### src/rtl/voxel_broadcaster.sv
// Frame sequencer feeding the pixel shader array: streams the voxel list out of a
// sync-read RAM one voxel per rasterize pass, then runs a single shade pass.
module voxel_broadcaster #(
    parameter int COORD_BITS   = 8,
    parameter int FRAC_BITS    = 8,
    parameter int PALETTE_BITS = 8,
    parameter int ADDR_BITS    = 10,
    parameter int TIMEOUT      = 255
) (
    input  logic                                 clock,
    input  logic                                 reset_n,
    input  logic                                 start,
    input  logic                                 abort,
    input  logic [ADDR_BITS:0]                   voxel_count,
    input  logic [COORD_BITS+FRAC_BITS-1:0]      cam_pos_in_x,
    input  logic [COORD_BITS+FRAC_BITS-1:0]      cam_pos_in_y,
    input  logic [COORD_BITS+FRAC_BITS-1:0]      cam_pos_in_z,
    input  logic [COORD_BITS+FRAC_BITS-1:0]      cam_look_in_x,
    input  logic [COORD_BITS+FRAC_BITS-1:0]      cam_look_in_y,
    input  logic [COORD_BITS+FRAC_BITS-1:0]      cam_look_in_z,
    output logic                                 mem_rd_en,
    output logic [ADDR_BITS-1:0]                 mem_addr,
    input  logic [3*COORD_BITS+PALETTE_BITS-1:0] mem_rdata,
    output logic [COORD_BITS-1:0]                voxel_x,
    output logic [COORD_BITS-1:0]                voxel_y,
    output logic [COORD_BITS-1:0]                voxel_z,
    output logic [PALETTE_BITS-1:0]              voxel_id,
    output logic [COORD_BITS+FRAC_BITS-1:0]      cam_pos_x,
    output logic [COORD_BITS+FRAC_BITS-1:0]      cam_pos_y,
    output logic [COORD_BITS+FRAC_BITS-1:0]      cam_pos_z,
    output logic [COORD_BITS+FRAC_BITS-1:0]      cam_look_x,
    output logic [COORD_BITS+FRAC_BITS-1:0]      cam_look_y,
    output logic [COORD_BITS+FRAC_BITS-1:0]      cam_look_z,
    output logic                                 do_rasterize,
    output logic                                 do_shade,
    input  logic                                 all_rasterized,
    input  logic                                 all_shaded,
    output logic                                 busy,
    output logic                                 frame_done,
    output logic                                 timeout_err
);

    localparam int CNT_BITS = ADDR_BITS + 1;
    localparam int WD_BITS  = $clog2(TIMEOUT + 1);
    localparam logic [CNT_BITS-1:0] MAX_COUNT = {1'b1, {ADDR_BITS{1'b0}}};
    localparam logic [WD_BITS-1:0]  WD_LAST   = WD_BITS'(TIMEOUT - 1);

    typedef enum logic [2:0] {
        IDLE,
        FETCH,
        LATCH,
        RASTER,
        SHADE,
        FINISH
    } state_t;

    state_t               state;
    state_t               next_state;
    logic [CNT_BITS-1:0]  count_q;
    logic [CNT_BITS-1:0]  clamped_count;
    logic [ADDR_BITS-1:0] index;
    logic [ADDR_BITS-1:0] next_index;
    logic [WD_BITS-1:0]   wd_count;
    logic                 accept;
    logic                 timed_out;
    logic                 last_voxel;
    logic                 wd_expired;

    assign clamped_count = (voxel_count > MAX_COUNT) ? MAX_COUNT : voxel_count;
    assign last_voxel    = ({1'b0, index} == (count_q - CNT_BITS'(1)));
    assign wd_expired    = (wd_count == WD_LAST);

    always_ff @(posedge clock or negedge reset_n) begin
        if (!reset_n) begin
            state <= IDLE;
        end else begin
            state <= next_state;
        end
    end

    // Done is checked before the watchdog, so a done arriving on the final allowed cycle still counts.
    always_comb begin
        next_state = state;
        next_index = index;
        accept     = 1'b0;
        timed_out  = 1'b0;
        case (state)
            IDLE: begin
                if (start) begin
                    accept     = 1'b1;
                    next_index = '0;
                    next_state = (voxel_count == '0) ? SHADE : FETCH;
                end
            end
            FETCH:  next_state = LATCH;
            LATCH:  next_state = RASTER;
            RASTER: begin
                if (all_rasterized) begin
                    if (last_voxel) begin
                        next_state = SHADE;
                    end else begin
                        next_index = index + ADDR_BITS'(1);
                        next_state = FETCH;
                    end
                end else if (wd_expired) begin
                    timed_out  = 1'b1;
                    next_state = FINISH;
                end
            end
            SHADE: begin
                if (all_shaded) begin
                    next_state = FINISH;
                end else if (wd_expired) begin
                    timed_out  = 1'b1;
                    next_state = FINISH;
                end
            end
            FINISH:  next_state = IDLE;
            default: next_state = IDLE;
        endcase
        if (abort) begin
            next_state = IDLE;
            next_index = index;
            accept     = 1'b0;
            timed_out  = 1'b0;
        end
    end

    always_ff @(posedge clock or negedge reset_n) begin
        if (!reset_n) begin
            count_q     <= '0;
            index       <= '0;
            wd_count    <= '0;
            timeout_err <= 1'b0;
            cam_pos_x   <= '0;
            cam_pos_y   <= '0;
            cam_pos_z   <= '0;
            cam_look_x  <= '0;
            cam_look_y  <= '0;
            cam_look_z  <= '0;
            voxel_x     <= '0;
            voxel_y     <= '0;
            voxel_z     <= '0;
            voxel_id    <= '0;
        end else begin
            index <= next_index;
            if (accept) begin
                count_q    <= clamped_count;
                cam_pos_x  <= cam_pos_in_x;
                cam_pos_y  <= cam_pos_in_y;
                cam_pos_z  <= cam_pos_in_z;
                cam_look_x <= cam_look_in_x;
                cam_look_y <= cam_look_in_y;
                cam_look_z <= cam_look_in_z;
            end
            if (accept) begin
                timeout_err <= 1'b0;
            end else if (timed_out) begin
                timeout_err <= 1'b1;
            end
            // Any state change restarts the watchdog, so it always starts at zero on entering a wait.
            if (next_state != state) begin
                wd_count <= '0;
            end else if (state == RASTER || state == SHADE) begin
                wd_count <= wd_count + WD_BITS'(1);
            end
            if (state == LATCH) begin
                {voxel_id, voxel_z, voxel_y, voxel_x} <= mem_rdata;
            end
        end
    end

    // Strobes are decoded from the next state so they are glitch-free and aligned with the state.
    always_ff @(posedge clock or negedge reset_n) begin
        if (!reset_n) begin
            mem_rd_en    <= 1'b0;
            mem_addr     <= '0;
            do_rasterize <= 1'b0;
            do_shade     <= 1'b0;
            busy         <= 1'b0;
            frame_done   <= 1'b0;
        end else begin
            mem_rd_en    <= (next_state == FETCH);
            do_rasterize <= (next_state == RASTER);
            do_shade     <= (next_state == SHADE);
            busy         <= (next_state != IDLE);
            frame_done   <= (next_state == FINISH);
            if (next_state == FETCH) begin
                mem_addr <= next_index;
            end
        end
    end

endmodule

### config.mk
export PLATFORM = sky130hd
export DESIGN_NAME = voxel_broadcaster
export DESIGN_NICKNAME = d
export VERILOG_FILES = /design/src/rtl/voxel_broadcaster.sv
export SDC_FILE = /design/constraint.sdc
export NUM_CORES = 1
export LEC_CHECK = 0
export ABC_AREA = 1
export BUFFER_PORTS_ARGS = -buffer_cell sky130_fd_sc_hd__buf_4
export CAP_MARGIN = 20
export CORE_MARGIN = 2
export CORE_UTILIZATION = 50
export DETAILED_ROUTE_END_ITERATION = 7
export PLACE_DENSITY_LB_ADDON = 0.1
export SLEW_MARGIN = 10
export SYNTH_ARGS = -nofsm -noshare
export SYNTH_HDL_FRONTEND = slang
export SYNTH_SLANG_ARGS = --single-unit
### constraint.sdc
create_clock -name clock -period 2.34 [get_ports clock]
set_input_delay 0.234 -clock clock [delete_from_list [all_inputs] [get_ports clock]]
set_output_delay 0.234 -clock clock [all_outputs]
set_load 0.01 [all_outputs]
==> summary.txt <==
Finish
  • Inserted Diodes: 0
  • Fraction of layout cells with a size suffix above 1: 32.6%
  • FF/Latch Area: 4410 um2
  • Nets: 1418
  • FILL cells: 1053
  • Post-route cell area: 11600 um2
  • Multi-input gate area: 3130 um2
  • Layout overhead on the synthesized area: 49.0%
  • Final core occ: 76.3%

Pwr
  • Pleak: 0.00622 uW
  • Pwr dens: 971 nW/um2
  • Peak supply drop: 734 uV

Yosys
  • Post-synth top flop: dfrtp_1
  • Post-synth EDFFs: 0
  • Seq/Total Area, Yosys: 56.4%
  • Synth Instances: 907
  • Largest area contributor in the netlist: dfrtp_1
  • Syn avg cell area: 8.61 um2
  • Synth top area cells: dfrtp_1 56%, nand2_1 22%, mux2_2 4.6%
  • Synth warnings: 0
  • Net count after synthesis: 1056
  • Most frequent cell after synthesis: nand2_1
  • Mapped cell area: 7810 um2
  • FF+latch count, synth: 176
  • Synth cell types: 32
  • Most common library cells after synthesis: 449 x nand2_1, 176 x dfrtp_1, 44 x nand3_1
  • Post-synth top area share: 56.4%
  • Ys async rst share: 100%

Route
  • DR vias: 7384
  • Post-DRT Antenna Nets: 0
  • Drt pass-1 iters: 5
  • Detailed-route vias per instance: 4.95
  • First DRT Iteration DRCs: 508
  • Number of remaining DRC errors: 0
  • Avg WL per Cell: 15.9 um
  • Final WL: 23800 um

Floorplan
  • Die Width: 129 um
  • Row cnt: 45
  • Die area: 16600 um2
  • Core area: 15300 um2
  • Starting Density: 51.2%
  • Die Ht: 129 um
  • Boundary Pins: 289

Critical path
  • CP startpoint kind: register
  • Crit Path Class: reg -> reg
  • CP Data Arrival Time: 2.53 ns
  • Crit Path Max Fanout: 8
  • Critical Path RT: 2.69 ns
  • Critical path endpoint category: register

GRT
  • GRT Util Overall: 29.3%
  • Largest net degree at the start of global routing: 55
  • Total congestion overflow: 0
  • Initial antenna violation count: 0
  • Number of global-route vias before repair: 7709
  • First-pass GRT wire length: 38000 um

Clocking
  • Skew-Pair Late Insertion Delay: 0.43 ns
  • Deepest clock path buffer count: 2
  • Clock-pin slew on the worst setup and hold paths: 0.07 ns
  • TritonCTS clock tree: yes
  • Clock Sinks: 176
  • H-Tree Depth: 4
  • Clock root buffer: clkbuf_16
  • Inserted Clock Buffers: 17

STA
  • Fin crit share: 92.9%
  • Setup TNS: 0 ns
  • Min Tclk post-route: 2.17 ns
  • Max-slew violations: 0
  • Clock skew: 0.0112 ns
  • Hold Fails Final Rpt: 0
  • Highest clock rate: 0.460 GHz
  • # setup viols final: 0
  • Relative slew slack: 67.2%
  • Slew of the pin with the lowest slew margin: 0.492 ns

Hold path
  • Hold crit path type: in -> reg

Placement
  • HPWL after DPL: 16300 um
  • GPL Wtd Cong: 0.937
  • Area after DPL: 10300 um2
  • Input/output buffers: 288

Run status
  • Run status: finished, final reports clean

Job
  • Max Cap Viol: 0
cell type report:
class                           instances  area share (%)
Sequential cell                       176            37.9
Multi-Input combinational cell        650            26.9
Timing Repair Buffer                  378            26.3
Clock buffer                           17            3.66
Tap cell                              211            2.27
Inverter                               46            1.52
Clock inverter                         14            1.48
path summary, 6_finish.rpt:
| path | from | end | slack [ns] | depth (start not counted) |
|---|---|---|---|---|
| setup / recovery | count_q[1]$_DFFE_PN0P_ | wd_count[6]$_DFFE_PN0P_ | 0.17 | 15 |
| hold / removal | cam_look_in_z[9] | cam_look_z[9]$_DFFE_PN0P_ | 0.007 | 3 |
| max in group asynchronous | reset_n | cam_look_z[7]$_DFFE_PN0P_ | 1.25 | 3 |
| min in group asynchronous | reset_n | cam_pos_y[1]$_DFFE_PN0P_ | 0.32 | 2 |
| hold reg to reg | cam_pos_x[13]$_DFFE_PN0P_ | cam_pos_x[13]$_DFFE_PN0P_ | 0.48 | 2 |
| setup reg to reg | count_q[1]$_DFFE_PN0P_ | wd_count[6]$_DFFE_PN0P_ | 0.17 | 15 |
layer usage:
| layer | global-route usage, % | share of wire, % | vias to the layer above |
|---|---|---|---|
| li1 | - | - | 3541 |
| met1 | 34.1 | 38 | 3527 |
| met2 | 49.8 | 52 | 245 |
| met3 | 10.1 | 7.0 | 71 |
| met4 | 12.0 | 3.7 | 0 |
| met5 | 0 | 0 | - |
power breakdown:
part | leakage [uW] | internal (uW) | switching, uW | total (uW)
Combinational | 0.00372 | 1940 | 2000 | 3940
Sequential | 0.00221 | 3900 | 568 | 4470
Clock | 0.000280 | 1610 | 1280 | 2890
stage by stage:
step	power, uW	worst slack (ns)	hold WS [ns]	cells
floorplan	6200	0.238	-0.0616	907
global placement	8160	0.152	0.211	1390
detailed placement	8230	0.0642	0.211	1390
CTS	11200	0.0571	0.0000250	1488
global route	11900	-0.00222	0.000990	1492
finish	11300	0.167	0.00746	1492
cells by family after synthesis:
logic type | Yosys count | share of synthesized area [%]
multiplexers | 32 | 4.61
XOR/XNOR | 20 | 2.24
adder cells (fa/ha/maj) | 4 | 0.641
buffers and inverters | 81 | 4.29
AO/OA/AOI/OAI | 29 | 1.95
AND/OR/NAND/NOR | 565 | 29.9
flip-flops | 176 | 56.4
layout by cell type, fill, tap and decap left out, types with 5 or more instances in the layout:
| cell type | instances |
|---|---|
| nor2_2 | 17 |
| o21ai_0 | 17 |
| inv_1 | 37 |
| nand3_1 | 43 |
| clkbuf_16 | 17 |
| nand4_1 | 12 |
| nand2_1 | 447 |
| nand2_2 | 5 |
| nor3_1 | 6 |
| mux2_2 | 32 |
| dfrtp_1 | 175 |
| nor2_1 | 22 |
| xnor2_1 | 5 |
| inv_2 | 5 |
| dlygate4sd3_1 | 68 |
| a21oi_1 | 5 |
| buf_4 | 304 |
| inv_6 | 5 |
| xor2_1 | 15 |
worst max-delay path: stages, from the launching register on:
cell	delay, ns
dfrtp_1	0.37
inv_2	0.06
ha_4	0.26
xor2_1	0.15
nand2_1	0.10
nor2_1	0.11
nand2_1	0.07
nor2_2	0.15
nand3_4	0.09
nand2_4	0.11
o21ai_2	0.07
nand2_2	0.11
nand2_1	0.06
nand2_1	0.10
nand3_4	0.16
nor2_2	0.13
timing repair:
item,4_1_cts,5_1_grt
buffers inserted,0,3
resized for setup,0,19
endpoints found under the hold margin,113,1
setup endpoints to repair,0,23
hold buffers,67,1
flip-flops by register name, indices dropped and copies added (netlist names), 10 cells and up:
| register | flops |
|---|---|
| cam_look_x | 16 |
| cam_look_y | 16 |
| cam_look_z | 16 |
| cam_pos_x | 16 |
| cam_pos_y | 16 |
| cam_pos_z | 16 |
| count_q | 11 |
| index | 10 |
| mem_addr | 10 |
No activity file was read; power rests on OpenSTA's default activity.
